## src/rtl/vpu_operand_dispatch_pkg.sv

```systemverilog
// Shared constants, FSM state type and row-masking helper for the VPU operand dispatcher.
package vpu_operand_dispatch_pkg;

  localparam int OPERAND_WIDTH = 8;
  localparam int VLANE_CNT     = 4;
  localparam int SRC_CNT       = 3;
  localparam int DATA_W        = OPERAND_WIDTH * VLANE_CNT;
  localparam int CNT_W         = 8;
  localparam int BEAT_W        = SRC_CNT * DATA_W;

  typedef enum logic [1:0] {
    IDLE  = 2'd0,
    RUN   = 2'd1,
    DRAIN = 2'd2
  } dispatch_state_t;

  // Zero the slice of every source that is not enabled for this instruction.
  function automatic logic [BEAT_W-1:0] mask_rows(input logic [BEAT_W-1:0]  rows,
                                                  input logic [SRC_CNT-1:0] mask);
    logic [BEAT_W-1:0] res;
    res = '0;
    for (int k = 0; k < SRC_CNT; k++) begin
      if (mask[k]) res[k*DATA_W +: DATA_W] = rows[k*DATA_W +: DATA_W];
    end
    return res;
  endfunction

endpackage

```

## src/rtl/vpu_operand_dispatch_if.sv

```systemverilog
// Source-queue read port plus operand-beat handshake between the dispatcher and its neighbours.
interface vpu_operand_dispatch_if;
  import vpu_operand_dispatch_pkg::*;

  logic [SRC_CNT-1:0] src_rdempty_i;
  logic [BEAT_W-1:0]  src_rdata_i;
  logic [SRC_CNT-1:0] src_rden_o;

  // Beat transfers on a cycle with op_valid_o && op_ready_i. Once raised, op_valid_o,
  // op_data_o and op_last_o hold until that transfer; op_ready_i may toggle freely.
  logic               op_valid_o;
  logic               op_ready_i;
  logic [BEAT_W-1:0]  op_data_o;
  logic               op_last_o;

  modport master (
    input  src_rdempty_i, src_rdata_i, op_ready_i,
    output src_rden_o, op_valid_o, op_data_o, op_last_o
  );

  modport slave (
    output src_rdempty_i, src_rdata_i, op_ready_i,
    input  src_rden_o, op_valid_o, op_data_o, op_last_o
  );

endinterface

```

## src/rtl/vpu_operand_dispatch_out_reg.sv

```systemverilog
// One-entry valid/ready pipeline register carrying an operand beat and its last flag.
module vpu_dispatch_out_reg
  import vpu_operand_dispatch_pkg::*;
(
  input  logic              clk,
  input  logic              rst,
  input  logic              flush,
  input  logic              load,
  input  logic [BEAT_W-1:0] in_data,
  input  logic              in_last,
  input  logic              out_ready,
  output logic              out_valid,
  output logic [BEAT_W-1:0] out_data,
  output logic              out_last
);

  // A load in the same cycle as a transfer overwrites the entry, so there is no bubble.
  always_ff @(posedge clk) begin
    if (rst) begin
      out_valid <= 1'b0;
      out_data  <= '0;
      out_last  <= 1'b0;
    end else if (flush) begin
      out_valid <= 1'b0;
    end else if (load) begin
      out_valid <= 1'b1;
      out_data  <= in_data;
      out_last  <= in_last;
    end else if (out_ready) begin
      out_valid <= 1'b0;
    end
  end

endmodule

```

## src/rtl/vpu_operand_dispatch.sv

```systemverilog
// Pops all enabled source queues in lock-step and issues operand beats to the lanes.
// Optional stall counters: define VPU_DISPATCH_PERF_EN.
module vpu_operand_dispatch
  import vpu_operand_dispatch_pkg::*;
(
  input  logic                 clk,
  input  logic                 rst,
  input  logic                 start_i,
  input  logic [SRC_CNT-1:0]   src_mask_i,
  input  logic [CNT_W-1:0]     beat_cnt_i,
  input  logic                 abort_i,
  output logic                 busy_o,
  output logic                 done_o,
  output dispatch_state_t      state_o,
`ifdef VPU_DISPATCH_PERF_EN
  output logic [31:0]          stall_src_o,
  output logic [31:0]          stall_lane_o,
`endif
  vpu_operand_dispatch_if.master bus
);

  dispatch_state_t    state_q, state_d;
  logic [SRC_CNT-1:0] mask_q;
  logic [CNT_W-1:0]   remain_q;
  logic               done_q;
  logic               avail, out_free, pop, accept, start_ok;

  assign avail    = &(~bus.src_rdempty_i | ~mask_q);
  assign out_free = !bus.op_valid_o || bus.op_ready_i;
  assign pop      = (state_q == RUN) && avail && out_free && !abort_i;
  assign accept   = bus.op_valid_o && bus.op_ready_i;
  assign start_ok = (state_q == IDLE) && start_i && !abort_i;

  assign bus.src_rden_o = pop ? mask_q : '0;
  assign busy_o         = (state_q != IDLE);
  assign done_o         = done_q;
  assign state_o        = state_q;

  always_comb begin
    state_d = state_q;
    case (state_q)
      IDLE:    if (start_ok && (beat_cnt_i != '0)) state_d = RUN;
      RUN:     if (pop && (remain_q == CNT_W'(1))) state_d = DRAIN;
      DRAIN:   if (accept) state_d = IDLE;
      default: state_d = IDLE;
    endcase
    if (abort_i) state_d = IDLE;
  end

  always_ff @(posedge clk) begin
    if (rst) begin
      state_q  <= IDLE;
      mask_q   <= '0;
      remain_q <= '0;
      done_q   <= 1'b0;
    end else begin
      state_q <= state_d;
      done_q  <= !abort_i && ((start_ok && (beat_cnt_i == '0)) ||
                              ((state_q == DRAIN) && accept));
      if (start_ok) begin
        mask_q   <= src_mask_i;
        remain_q <= beat_cnt_i;
      end else if (pop) begin
        remain_q <= remain_q - CNT_W'(1);
      end
    end
  end

  vpu_dispatch_out_reg u_out_reg (
    .clk       (clk),
    .rst       (rst),
    .flush     (abort_i),
    .load      (pop),
    .in_data   (mask_rows(bus.src_rdata_i, mask_q)),
    .in_last   (remain_q == CNT_W'(1)),
    .out_ready (bus.op_ready_i),
    .out_valid (bus.op_valid_o),
    .out_data  (bus.op_data_o),
    .out_last  (bus.op_last_o)
  );

`ifdef VPU_DISPATCH_PERF_EN
  always_ff @(posedge clk) begin
    if (rst || start_ok) begin
      stall_src_o  <= '0;
      stall_lane_o <= '0;
    end else begin
      if ((state_q == RUN) && !avail && (stall_src_o != '1))
        stall_src_o <= stall_src_o + 32'd1;
      if ((state_q != IDLE) && bus.op_valid_o && !bus.op_ready_i && (stall_lane_o != '1))
        stall_lane_o <= stall_lane_o + 32'd1;
    end
  end
`endif

endmodule

```

## src/flat_wrapper.sv

```systemverilog
// flat-port wrapper written by rule: the top's interface ports become plain ports
module vpu_operand_dispatch_flat import vpu_operand_dispatch_pkg::*;
  (clk, rst, start_i, src_mask_i, beat_cnt_i, abort_i, busy_o, done_o, state_o, bus_src_rdempty_i, bus_src_rdata_i, bus_op_ready_i, bus_src_rden_o, bus_op_valid_o, bus_op_data_o, bus_op_last_o);
  vpu_operand_dispatch_if bus_i ();
  input  logic clk;
  input  logic rst;
  input  logic start_i;
  input  logic [SRC_CNT-1:0] src_mask_i;
  input  logic [CNT_W-1:0] beat_cnt_i;
  input  logic abort_i;
  output logic busy_o;
  output logic done_o;
  output dispatch_state_t state_o;
  input wire logic [$bits(bus_i.src_rdempty_i)-1:0] bus_src_rdempty_i;
  input wire logic [$bits(bus_i.src_rdata_i)-1:0] bus_src_rdata_i;
  input wire logic [$bits(bus_i.op_ready_i)-1:0] bus_op_ready_i;
  output wire logic [$bits(bus_i.src_rden_o)-1:0] bus_src_rden_o;
  output wire logic [$bits(bus_i.op_valid_o)-1:0] bus_op_valid_o;
  output wire logic [$bits(bus_i.op_data_o)-1:0] bus_op_data_o;
  output wire logic [$bits(bus_i.op_last_o)-1:0] bus_op_last_o;
  assign bus_i.src_rdempty_i = bus_src_rdempty_i;
  assign bus_i.src_rdata_i = bus_src_rdata_i;
  assign bus_i.op_ready_i = bus_op_ready_i;
  assign bus_src_rden_o = bus_i.src_rden_o;
  assign bus_op_valid_o = bus_i.op_valid_o;
  assign bus_op_data_o = bus_i.op_data_o;
  assign bus_op_last_o = bus_i.op_last_o;
  vpu_operand_dispatch u_core (.clk(clk), .rst(rst), .start_i(start_i), .src_mask_i(src_mask_i), .beat_cnt_i(beat_cnt_i), .abort_i(abort_i), .busy_o(busy_o), .done_o(done_o), .state_o(state_o), .bus(bus_i));
endmodule
```

## config.mk

```make
export PLATFORM = sky130hd
export DESIGN_NAME = vpu_operand_dispatch_flat
export DESIGN_NICKNAME = d
export VERILOG_FILES = /design/src/rtl/vpu_operand_dispatch_pkg.sv /design/src/rtl/vpu_operand_dispatch_if.sv /design/src/rtl/vpu_operand_dispatch_out_reg.sv /design/src/rtl/vpu_operand_dispatch.sv /design/src/flat_wrapper.sv
export SDC_FILE = /design/constraint.sdc
export NUM_CORES = 1
export LEC_CHECK = 0
export BUFFER_PORTS_ARGS = -buffer_cell sky130_fd_sc_hd__buf_4
export CAP_MARGIN = 20
export CORE_ASPECT_RATIO = 1.1
export CORE_MARGIN = 2
export CORE_UTILIZATION = 49
export DETAILED_ROUTE_END_ITERATION = 8
export PLACE_DENSITY = 0.85
export SLEW_MARGIN = 5
export SYNTH_ARGS = -nofsm -noshare
export SYNTH_HDL_FRONTEND = slang
export SYNTH_SLANG_ARGS = --single-unit
```

## constraint.sdc

```tcl
create_clock -name clk -period 2.89 [get_ports clk]
set_input_delay 0.289 -clock clk [delete_from_list [all_inputs] [get_ports clk]]
set_output_delay 0.289 -clock clk [all_outputs]
set_load 0.01 [all_outputs]
```

Word-level counts from Yosys, hierarchy flattened

Index checks and enable logic that the tools add are counted.

Flip-flop bits (word level): 112
Input bits: 115
Output and inout bits: 105
Logic and storage cells: 55

Add/subtract/negate cells: 1
Equality and inequality tests: 6
Multiplexer cells: 12
Bitwise gates (word level): 4
Reduce and logical (&&, ||, !) cells: 25

Operators with widths:

| kind                  | count |
|---|---|
| $mux W32              | 3 |
| $mux W8               | 2 |
| $logic_and A1 B1 Y1   | 11 |
| $eq A8 B1 Y1 const B  | 1 |
| $logic_not A8 Y1      | 1 |
| $reduce_bool A8 Y1    | 1 |
| $sub A8 B1 Y8 const B | 1 |
| $mux W2               | 3 |
| $not A3 Y3            | 2 |
| $pmux W2 S3           | 1 |
| $reduce_and A3 Y1     | 2 |
| $reduce_bool A2 Y1    | 3 |
| $ne A2 B2 Y1 const B  | 2 |
| $mux W3               | 1 |
| $or A3 B3 Y3          | 1 |
| $eq A2 B1 Y1 const B  | 1 |
| $eq A2 B2 Y1 const B  | 1 |
| $logic_not A1 Y1      | 2 |
| $logic_not A2 Y1      | 1 |
| $logic_or A1 B1 Y1    | 2 |
| $mux W1               | 2 |
| $ne A2 B1 Y1 const B  | 1 |
| $reduce_and A2 Y1     | 1 |
| $reduce_or A2 Y1      | 1 |
| $not A1 Y1            | 1 |

Logic depth before layout (Yosys ltp)

Gate-level depths: netlist of run 1.

Depth after elaboration: 9
Gate-level depth with buffers: 7
Gate-level depth less buffers: 6

Cells and area by module

From an unflattened synthesis of run 1, not the netlist that was laid out.

Cell total of the unflattened synthesis: 649
Area, all modules: 6,069.6 um^2

By module, submodules not included:

| module               | instances | cells each | area each (um^2) |
|---|---|---|---|
| vpu_dispatch_out_reg | 1         | 446        | 4,599.4 |
| vpu_operand_dispatch | 1         | 203        | 1,470.2 |

Worst setup path after synthesis of run 1

OpenSTA, ideal clock, no wires.

Kind: reg2out
Start point: register u_core.state_q[0] (netlist: u_core.state_o[0])
End point: output bus_src_rden_o[0]
Arrival: 1,287 ps
Data required time: 2,601 ps
Path slack: 1,314 ps
Cell stages (with the launch flop): 6
Path buffers: 2
Path through: dfxtp_1 -> nor3b_2 -> and4_1 -> buf_4 -> buf_6 -> and2_1

Cells in the longest elaborated chain, start to end: 5

RTL lines:

| item                              | RTL line                   | RTL |
|---|---|---|
| from (decl)                       | vpu_operand_dispatch.sv:22 | `dispatch_state_t state_q, state_d;` |
| from (signal assigned)            | vpu_operand_dispatch.sv:57 | `state_q <= state_d;` |
| $eq A2 B1 Y1                      | vpu_operand_dispatch.sv:30 | `assign pop = (state_q == RUN) && avail && out_free && !abort_i;` |
| $logic_and A1 B1 Y1 (3 in series) | vpu_operand_dispatch.sv:30 |  |
| $mux W3                           | vpu_operand_dispatch.sv:34 | `assign bus.src_rden_o = pop ? mask_q : '0;` |
| to (decl)                         | flat_wrapper.sv:17         | `output wire logic [$bits(bus_i.src_rden_o)-1:0] bus_src_rden_o;` |

No other way between the ends.

Worst setup path after layout of run 1

Ends and elaborated chain as after synthesis.

==> results of run 1 <==
==> routing by layer <==
metal | global-route usage | share of wire
met1 | 0.299 | 0.38
met5 | 0 | 0
met2 | 0.427 | 0.51
met4 | 0.139 | 0.034
met3 | 0.0534 | 0.073
==> power by group through the flow <==
| stage | clock (W) | combinational (W) | sequential [W] |
|---|---|---|---|
| 3_5_place_dp | 0 | 0.000261 | 0.00160 |
| 6_report | 0.000811 | 0.000263 | 0.00156 |
| 2_1_floorplan | 0 | 0.000112 | 0.00160 |
| 3_3_place_gp | 0 | 0.000254 | 0.00160 |
| 4_1_cts | 0.000832 | 0.000261 | 0.00156 |
| 5_1_grt | 0.000891 | 0.000286 | 0.00157 |
==> sequential cells by signal (all words and copies together), names as in the netlist <==
register                    count
u_core.u_out_reg.out_data      96
u_core.u_out_reg.out_last       1
u_core.remain_q                 8
u_core.u_out_reg.out_valid      1
u_core.mask_q                   3
u_core.done_o                   1
u_core.state_o                  2
==> through the flow <==
step | setup WS [ns] | power (W)
6_report | 0.574 | 0.00264
2_1_floorplan | 1.31 | 0.00171
3_3_place_gp | 0.961 | 0.00185
3_5_place_dp | 0.878 | 0.00186
5_1_grt | 0.473 | 0.00274
4_1_cts | 0.580 | 0.00266
==> layout by cell type (no fill, tap or decap), types with 4 or more instances in the layout <==
master,Yosys,routed
buf_4,1,227
nand2b_1,5,5
nand3_1,105,105
a31oi_1,4,4
dfxtp_1,112,112
nor2_1,5,5
nand2_1,111,111
a21oi_1,106,106
inv_1,4,4
clkbuf_8,0,10
==> path summary, 6_finish.rpt <==
path,to,slack (ns)
worst max register to register,u_core.u_out_reg.out_data[5],0.82
worst min register to register,u_core.u_out_reg.out_data[55],0.45
worst max-delay path,bus_src_rden_o[0],0.57
worst min-delay path,u_core.mask_q[0],0.17
==> area by class of cell <==
cell class,count,share of cell area
clock inverters,1,0.000824
repair buffers,227,0.280
well taps,114,0.0235
clock buffers,13,0.0245
flip-flops and latches,112,0.369
inverters,4,0.00247
multi-input cells,370,0.299
==> worst register-to-register path: cells and delay by family, from the launching register on <==
| kind | cells | cell delay (ns) |
|---|---|---|
| buf+inv | 1 | 0.37 |
| compound gates | 1 | 0.18 |
| flops | 1 | 0.42 |
| simple gates | 3 | 1.02 |
==> logic make-up after synthesis <==
group                      share of synthesized area
buffers and inverters                         0.0678
AOI/OAI and AO/OA                              0.150
and+or+nand+nor                                0.257
adders and majority gates                    0.00575
DFF                                            0.515
muxes                                        0.00489
==> flow_metrics.tcl, run 1 <==
set metrics [dict create \
    cp_slowest_cell "and4_4" \
    swShare 0.236 \
    antenna_left 0 \
    synth_cell_types 32 \
    start_util 0.498 \
    setup.worst_path.start "u_core.state_o[0]" \
    rsz0062_at_grt "no" \
    critPathKind "flop to output port" \
    insertion_delay_ns 0.37 \
    maxClockFrequency_ghz 0.432 \
    synth_edf_count 0 \
    hpwl_mm 8.72 \
    postCtsSetupRepairBufs 0 \
    setup.worst_path.end_class "output port" \
    arrival_ns 2.03 \
    grt_max_degree 112 \
    post-route-min-period_ns 2.32 \
    hold_class "primary input to flop" \
    path_buf_inv 1 \
    maxCapViolCount 0 \
    drt_drc_violations_left 0 \
    finClkSkew_ns 0.00961 \
    power_frac_seq 0.593 \
    holdWs_ns 0.166 \
    syn_area_per_cell_um2 8.15 \
    drt_pass1_iterations 5 \
    via_count 4507 \
    cts-root-buf "clkbuf_8" \
    die_w_um 93.9 \
    hp-start "src_mask_i[0]" \
    multi_input_area_um2 1820 \
    antenna_found_initial 0 \
    final_cells 841 \
    p_leak_nw 2.47 \
    finalHoldViolations 0 \
    crit_family "simple AND/OR/NAND/NOR gates" \
    netlist_area_um2 4350 \
    wl_mm 12.7 \
    grt_pass1_vias 4205 \
    p_int_w 0.00202 \
    io_buffers 219 \
    drt_iter0_markers 301 \
    ys_warn_count 0 \
    crit_required_ns 2.60 \
    synth_cells 534 \
    path_depth 4 \
    synth-seq-cells 112 \
    post_drt_wl_per_cell_um 15.1 \
    synth_top_area_frac 0.515 \
    placed_cell_area_um2 5920 \
    finalCritPeriodShare 0.801 \
    combPwrFrac 0.100 \
    layout-drive-gt1-share 0.334 \
    crit_chain "nor3b_2 > and4_4 > and2_1 > buf_4" \
    h-tree-depth 3 \
    diodes 0 \
    viasPerCell 5.36 \
    hold_depth 3 \
    synthTopCellsByArea "dfxtp_1 52%, a21oi_1 12%, nand3_1 12%" \
    drv_slew 0 \
    layout.nets 841 \
    synth.most_common_cell "dfxtp_1" \
    synthFlopType "dfxtp_1" \
    die_h_um 103 \
    clk_pin_slew_ns 0.10 \
    fin_util 0.695 \
    synth_top_area_cell "dfxtp_1" \
    numCtsBuffers 9 \
    tns_ns 0 \
    status "finished clean" \
    power.switching_w 0.000622 \
    gr-total-overflow 0 \
    slew_headroom 0.270 \
    cp_slowest_stage_delay_ns 0.65 \
    r2r_cells 5 \
    tightestPinTransition_ns 1.10 \
    num_rows 36 \
    final_area_um2 6080 \
    core_area_um2 8740 \
    cts-resized-gates 0 \
    fill_cells 705 \
    rr_startpoint "u_core.state_o[0]" \
    hold_buffers 0 \
    setup_violations 0 \
    dp_cells 827 \
    ys_async_sr_fraction 0 \
    syn_nets 651 \
    clkSinkCount 112 \
    seqCellArea_um2 2240 \
    grt_use_total 0.252 \
    cts_tree "done" \
    cts_buffer_depth 2 \
    cp_max_fo 54 \
    dieArea_um2 9650 \
    synth_common_cells "112 x dfxtp_1, 111 x nand2_1, 106 x a21oi_1" \
    clkPwrFrac 0.307 \
    grt_pass1_wl_mm 19.4 \
    gp_congestion 0.829 \
    cp-start-kind "flop" \
    yosysSeqAreaShare 0.515 \
    area_growth_pct 39.6 \
    pin_count 220 \
    ir_drop_mv 0.309 \
    p_per_area_nw_per_um2 434 \
]
Note: power is estimated with default switching activity, not from simulation.
==> run 2, diff against run 1 <==
--- a/config.mk
+++ b/config.mk
@@ -9,9 +9,9 @@
 export CAP_MARGIN = 20
 export CORE_ASPECT_RATIO = 1.1
 export CORE_MARGIN = 2
-export CORE_UTILIZATION = 49
+export CORE_UTILIZATION = 45
 export DETAILED_ROUTE_END_ITERATION = 8
-export PLACE_DENSITY = 0.85
+export PLACE_DENSITY = 0.79
 export SLEW_MARGIN = 5
 export SYNTH_ARGS = -nofsm -noshare
 export SYNTH_HDL_FRONTEND = slang
==> constraint.sdc (replaced) <==
create_clock -name clk -period 2.4 [get_ports clk]
set_input_delay 0.24 -clock clk [delete_from_list [all_inputs] [get_ports clk]]
set_output_delay 0.24 -clock clk [all_outputs]
set_load 0.01 [all_outputs]
==> run 2 against run 1 <==
Effect of this change:
- clock-buffer cell count shrank 4
- worst hold slack lost 0.041 ns
- design area grew 1.5%
- register-to-register slack lost 0.38 ns
- largest power group unchanged
- utilization shrank 3.9 points
- critical path depth is the same
- clock power grew 43%
- clock skew grew 0.0050 ns
==> flow_metrics.tcl, run 2 (same netlist as run 1, synthesis figures left out) <==
set metrics [dict create \
    status "finished clean" \
    clk_pin_slew_ns 0.11 \
    drt_iter0_markers 233 \
    hold_buffers 0 \
    via_count 4509 \
    final_common_cell "buf_4" \
    core_area_um2 9400 \
    cts-root-buf "clkbuf_8" \
    gr-total-overflow 0 \
    largest_register_ffs 96 \
    cp_max_fo 53 \
    setup.worst_path.end_class "output port" \
    post-route-min-period_ns 2.24 \
    slew_headroom 0.470 \
    fill_cells 793 \
    viasPerCell 5.32 \
    die_w_um 97.8 \
    grt_pass1_wl_mm 20.0 \
    finClkSkew_ns 0.0146 \
    grt_pass1_vias 4266 \
    io_buffers 219 \
    rrSetupSlack_ns 0.44 \
    maxClockFrequency_ghz 0.447 \
    clkSinkCount 112 \
    pin_count 220 \
    tightestPinTransition_ns 0.795 \
    seqCellArea_um2 2240 \
    p_leak_nw 2.51 \
    diodes 0 \
    drt_drc_violations_left 0 \
    hold_class "primary input to flop" \
    grt_max_degree 80 \
    drt_pass1_iterations 4 \
    setup_violations 0 \
    setup.worst_path.start "u_core.state_o[0]" \
    tns_ns 0 \
    grt_use_total 0.233 \
    drv_slew 0 \
    final_cells 848 \
    critPathKind "flop to output port" \
    layout-drive-gt1-share 0.342 \
    post_drt_wl_per_cell_um 14.9 \
    cp-start-kind "flop" \
    layout.nets 843 \
    gp_congestion 0.829 \
    postCtsSetupRepairBufs 0 \
    r2r_cells 5 \
    rr_startpoint "u_core.state_o[0]" \
    ir_drop_mv 0.396 \
    dp_cells 832 \
    p_per_area_nw_per_um2 545 \
    r2r-end "u_core.u_out_reg.out_data[75]" \
    cts-resized-gates 0 \
    finalCritPeriodShare 0.931 \
    met2_length_mm 6.58 \
    num_rows 37 \
    area_growth_pct 41.6 \
    mostFrequentLayoutCells "227 x buf_4, 112 x dfxtp_1, 111 x nand2_1, 106 x a21oi_1, 105 x nand3_1" \
    h-tree-depth 3 \
    numCtsBuffers 9 \
    start_util 0.463 \
    hpwl_mm 8.98 \
    insertion_delay_ns 0.37 \
    cts_buffer_depth 2 \
    finalHoldViolations 0 \
    cts_tree "done" \
    wl_met1_mm 4.93 \
    die_h_um 107 \
    dieArea_um2 10500 \
    rsz0062_at_grt "no" \
    endpoint "bus_src_rden_o[2]" \
    maxCapViolCount 0 \
    antenna_found_initial 0 \
    multi_input_area_um2 1820 \
    top_layer "met4" \
    antenna_left 0 \
    top_register "u_core.u_out_reg.out_data" \
    crit_required_ns 2.16 \
    arrival_ns 2.00 \
    wl_mm 12.7 \
    met3_length_um 854 \
    reg.largest.list "u_core.u_out_reg.out_data (96), u_core.remain_q (8), u_core.mask_q (3)" \
]
[run 2: where the power goes]
part | total [W] | leakage (nW) | switching, W | internal (W)
Combinational | 0.000321 | 1.51 | 0.000157 | 0.000165
Sequential | 0.00188 | 0.903 | 0.0000127 | 0.00187
Clock | 0.00116 | 0.105 | 0.000661 | 0.000496
[run 2: critical path, stage by stage (launching register included)]
cell	delay, ns
dfxtp_1	0.41
nor3b_2	0.21
and4_4	0.66
and2_1	0.21
buf_4	0.12
[run 2: area by class of cell]
class	count	share of cell area
Clock buffer	9	0.0201
Clock inverter	7	0.0122
Inverter	4	0.00244
Multi-Input combinational cell	370	0.295
Sequential cell	112	0.364
Tap cell	117	0.0237
Timing Repair Buffer	229	0.283
[run 2: metrics by stage]
stage	area (um2)	power [W]	setup WS [ns]	hold slack, ns	utilization
2_1_floorplan	4350	0.00206	0.873	0.376	-
3_3_place_gp	5970	0.00224	0.573	0.439	0.635
3_5_place_dp	5970	0.00225	0.493	0.443	0.635
4_1_cts	6160	0.00339	0.152	0.120	0.656
5_1_grt	6160	0.00349	0.0101	0.121	0.656
6_report	6160	0.00336	0.165	0.125	0.656
[run 2: layer usage]
metal  GRT usage  vias to the layer above
met5           0                        -
met4      0.0933                        0
met3      0.0508                       23
met2       0.416                      185
met1       0.271                     2087
li1            -                     2214
[run 2: worst min path at each step]
stage / to / start / depth (start not counted)
final: u_core.mask_q[0] / src_mask_i[0] / 3
after global routing: u_core.u_out_reg.out_data[29] / bus_src_rdata_i[29] / 3
after CTS: u_core.mask_q[0] / src_mask_i[0] / 3
after detailed placement: u_core.u_out_reg.out_data[92] / u_core.u_out_reg.out_data[92] / 2
after global placement: u_core.u_out_reg.out_data[16] / u_core.u_out_reg.out_data[16] / 2
after floorplan: u_core.mask_q[0] / src_mask_i[0] / 2
==> run 3, diff against run 2 <==
--- a/config.mk
+++ b/config.mk
@@ -11,7 +11,8 @@
 export CORE_MARGIN = 2
 export CORE_UTILIZATION = 45
 export DETAILED_ROUTE_END_ITERATION = 8
-export PLACE_DENSITY = 0.79
+export PLACE_DENSITY = 0.89
+export SETUP_SLACK_MARGIN = 0.02
 export SLEW_MARGIN = 5
 export SYNTH_ARGS = -nofsm -noshare
 export SYNTH_HDL_FRONTEND = slang
==> run 3 against run 2 <==
Effect of this change:
- register-to-register slack better by 0.16 ns
- critical endpoint unchanged
- fmax is 7.4% higher
- largest cell class unchanged
- sequential share of layout area is 0.12 points higher
- setup slack better by 0.15 ns
- wire length is 0.77% higher
- design area is 0.32% lower
- largest power group unchanged
==> flow_metrics.tcl, run 3 (same netlist as run 1, synthesis figures left out) <==
set metrics [dict create \
    final_common_cell "buf_4" \
    cts-resized-gates 0 \
    tightestPinTransition_ns 0.799 \
    via_count 4550 \
    combPwrFrac 0.097 \
    postCtsSetupRepairBufs 0 \
    rsz0062_at_grt "no" \
    crit_chain "nor3b_2 > and4_4 > and2_1 > buf_4" \
    finalCritPeriodShare 0.867 \
    mostFrequentLayoutCells "225 x buf_4, 112 x dfxtp_1, 111 x nand2_1, 106 x a21oi_1, 105 x nand3_1" \
    post-route-min-period_ns 2.08 \
    die_w_um 97.8 \
    cts_tree "done" \
    setup_violations 0 \
    status "finished clean" \
    finClkSkew_ns 0.0108 \
    area_growth_pct 41.2 \
    swShare 0.240 \
    cp_slowest_stage_delay_ns 0.52 \
    antenna_found_initial 0 \
    numCtsBuffers 9 \
    clkSinkCount 112 \
    hpwl_mm 9.27 \
    setup.worst_path.end_class "output port" \
    drv_slew 0 \
    clkPwrFrac 0.331 \
    die_h_um 107 \
    drt_pass1_iterations 5 \
    io_buffers 219 \
    pin_count 220 \
    hold_buffers 0 \
    dieArea_um2 10500 \
    top_register "u_core.u_out_reg.out_data" \
    grt_pass1_vias 4244 \
    slew_headroom 0.467 \
    maxCapViolCount 0 \
    power_frac_seq 0.572 \
    diodes 0 \
    maxClockFrequency_ghz 0.480 \
    largest_register_ffs 96 \
    grt_use_total 0.229 \
    h-tree-depth 3 \
    hold_class "primary input to flop" \
    cp-start-kind "flop" \
    power.switching_w 0.000790 \
    cp_max_fo 33 \
    p_per_area_nw_per_um2 536 \
    insertion_delay_ns 0.37 \
    cts-root-buf "clkbuf_8" \
    p_int_w 0.00250 \
    core_area_um2 9400 \
    drt_drc_violations_left 0 \
    arrival_ns 1.84 \
    cts_buffer_depth 2 \
    num_rows 37 \
    reg.largest.list "u_core.u_out_reg.out_data (96), u_core.remain_q (8), u_core.mask_q (3)" \
    critPathKind "flop to output port" \
    grt_max_degree 80 \
    p_leak_nw 2.49 \
    clk_pin_slew_ns 0.10 \
    ir_drop_mv 0.292 \
    crit_required_ns 2.16 \
    gp_congestion 0.922 \
    tns_ns 0 \
    holdWs_ns 0.116 \
    gr-total-overflow 0 \
    cp_slowest_cell "and4_4" \
    wl_mm 12.8 \
    antenna_left 0 \
    viasPerCell 5.38 \
    drt_iter0_markers 214 \
    layout-drive-gt1-share 0.339 \
    grt_pass1_wl_mm 20.0 \
    layout.nets 841 \
    post_drt_wl_per_cell_um 15.1 \
    finalHoldViolations 0 \
    start_util 0.463 \
]
==> run 3: changes by cell type in the layout (fill, tap and decap cells not counted) <==
| cell | before | now |
|---|---|---|
| inv_6 | 4 | 0 |
| clkbuf_8 | 9 | 12 |
| buf_4 | 227 | 225 |
| clkinv_2 | 2 | 0 |
| clkinv_4 | 0 | 2 |
| bufinv_16 | 1 | 0 |
| clkbuf_1 | 0 | 1 |
| clkinvlp_4 | 0 | 1 |
==> run 3: path summary, 6_finish.rpt <==
kind	end	from	slack (ns)	depth (start not counted)
worst min-delay path	u_core.mask_q[0]	src_mask_i[0]	0.12	3
worst max register to register	u_core.u_out_reg.out_data[67]	u_core.state_o[0]	0.60	5
worst max-delay path	bus_src_rden_o[2]	u_core.state_o[0]	0.32	4
worst min register to register	u_core.u_out_reg.out_data[85]	u_core.u_out_reg.out_data[85]	0.46	2
==> run 3: power by group through the flow <==
stage / Combinational (W) / Clock (W) / Sequential, W
2_1_floorplan: 0.000134 / 0 / 0.00193
3_3_place_gp: 0.000307 / 0 / 0.00193
3_5_place_dp: 0.000316 / 0 / 0.00193
4_1_cts: 0.000316 / 0.00112 / 0.00188
5_1_grt: 0.000343 / 0.00118 / 0.00189
6_report: 0.000319 / 0.00109 / 0.00188
==> run 3: metal layers <==
| metal | track usage | share of wire | vias up |
|---|---|---|---|
| li1 | - | - | 2211 |
| met1 | 0.266 | 0.39 | 2097 |
| met2 | 0.402 | 0.50 | 212 |
| met3 | 0.0508 | 0.077 | 30 |
| met4 | 0.109 | 0.032 | 0 |
| met5 | 0 | 0 | - |
==> run 3: cell type report <==
| type | instances | area (um2) |
|---|---|---|
| Clock buffer | 13 | 169 |
| Clock inverter | 3 | 25.0 |
| Fill cell | 746 | 3250 |
| Inverter | 4 | 15.0 |
| Multi-Input combinational cell | 370 | 1820 |
| Sequential cell | 112 | 2240 |
| Tap cell | 117 | 146 |
| Timing Repair Buffer | 227 | 1730 |
==> run 3: worst max-delay path, delay by kind of cell, from the launching register on <==
family	cells	cell delay [ns]
simple gates	3	0.92
flops	1	0.42
buf+inv	1	0.12
==> run 3: metrics by stage <==
| step | area [um2] | power, W | cells | setup slack [ns] | utilization |
|---|---|---|---|---|---|
| floorplan | 4350 | 0.00206 | 534 | 0.873 | - |
| global placement | 5950 | 0.00223 | 830 | 0.735 | 0.633 |
| detailed placement | 5950 | 0.00224 | 830 | 0.639 | 0.633 |
| CTS | 6140 | 0.00332 | 846 | 0.305 | 0.654 |
| global route | 6140 | 0.00341 | 846 | 0.206 | 0.654 |
| finish | 6140 | 0.00329 | 846 | 0.318 | 0.654 |
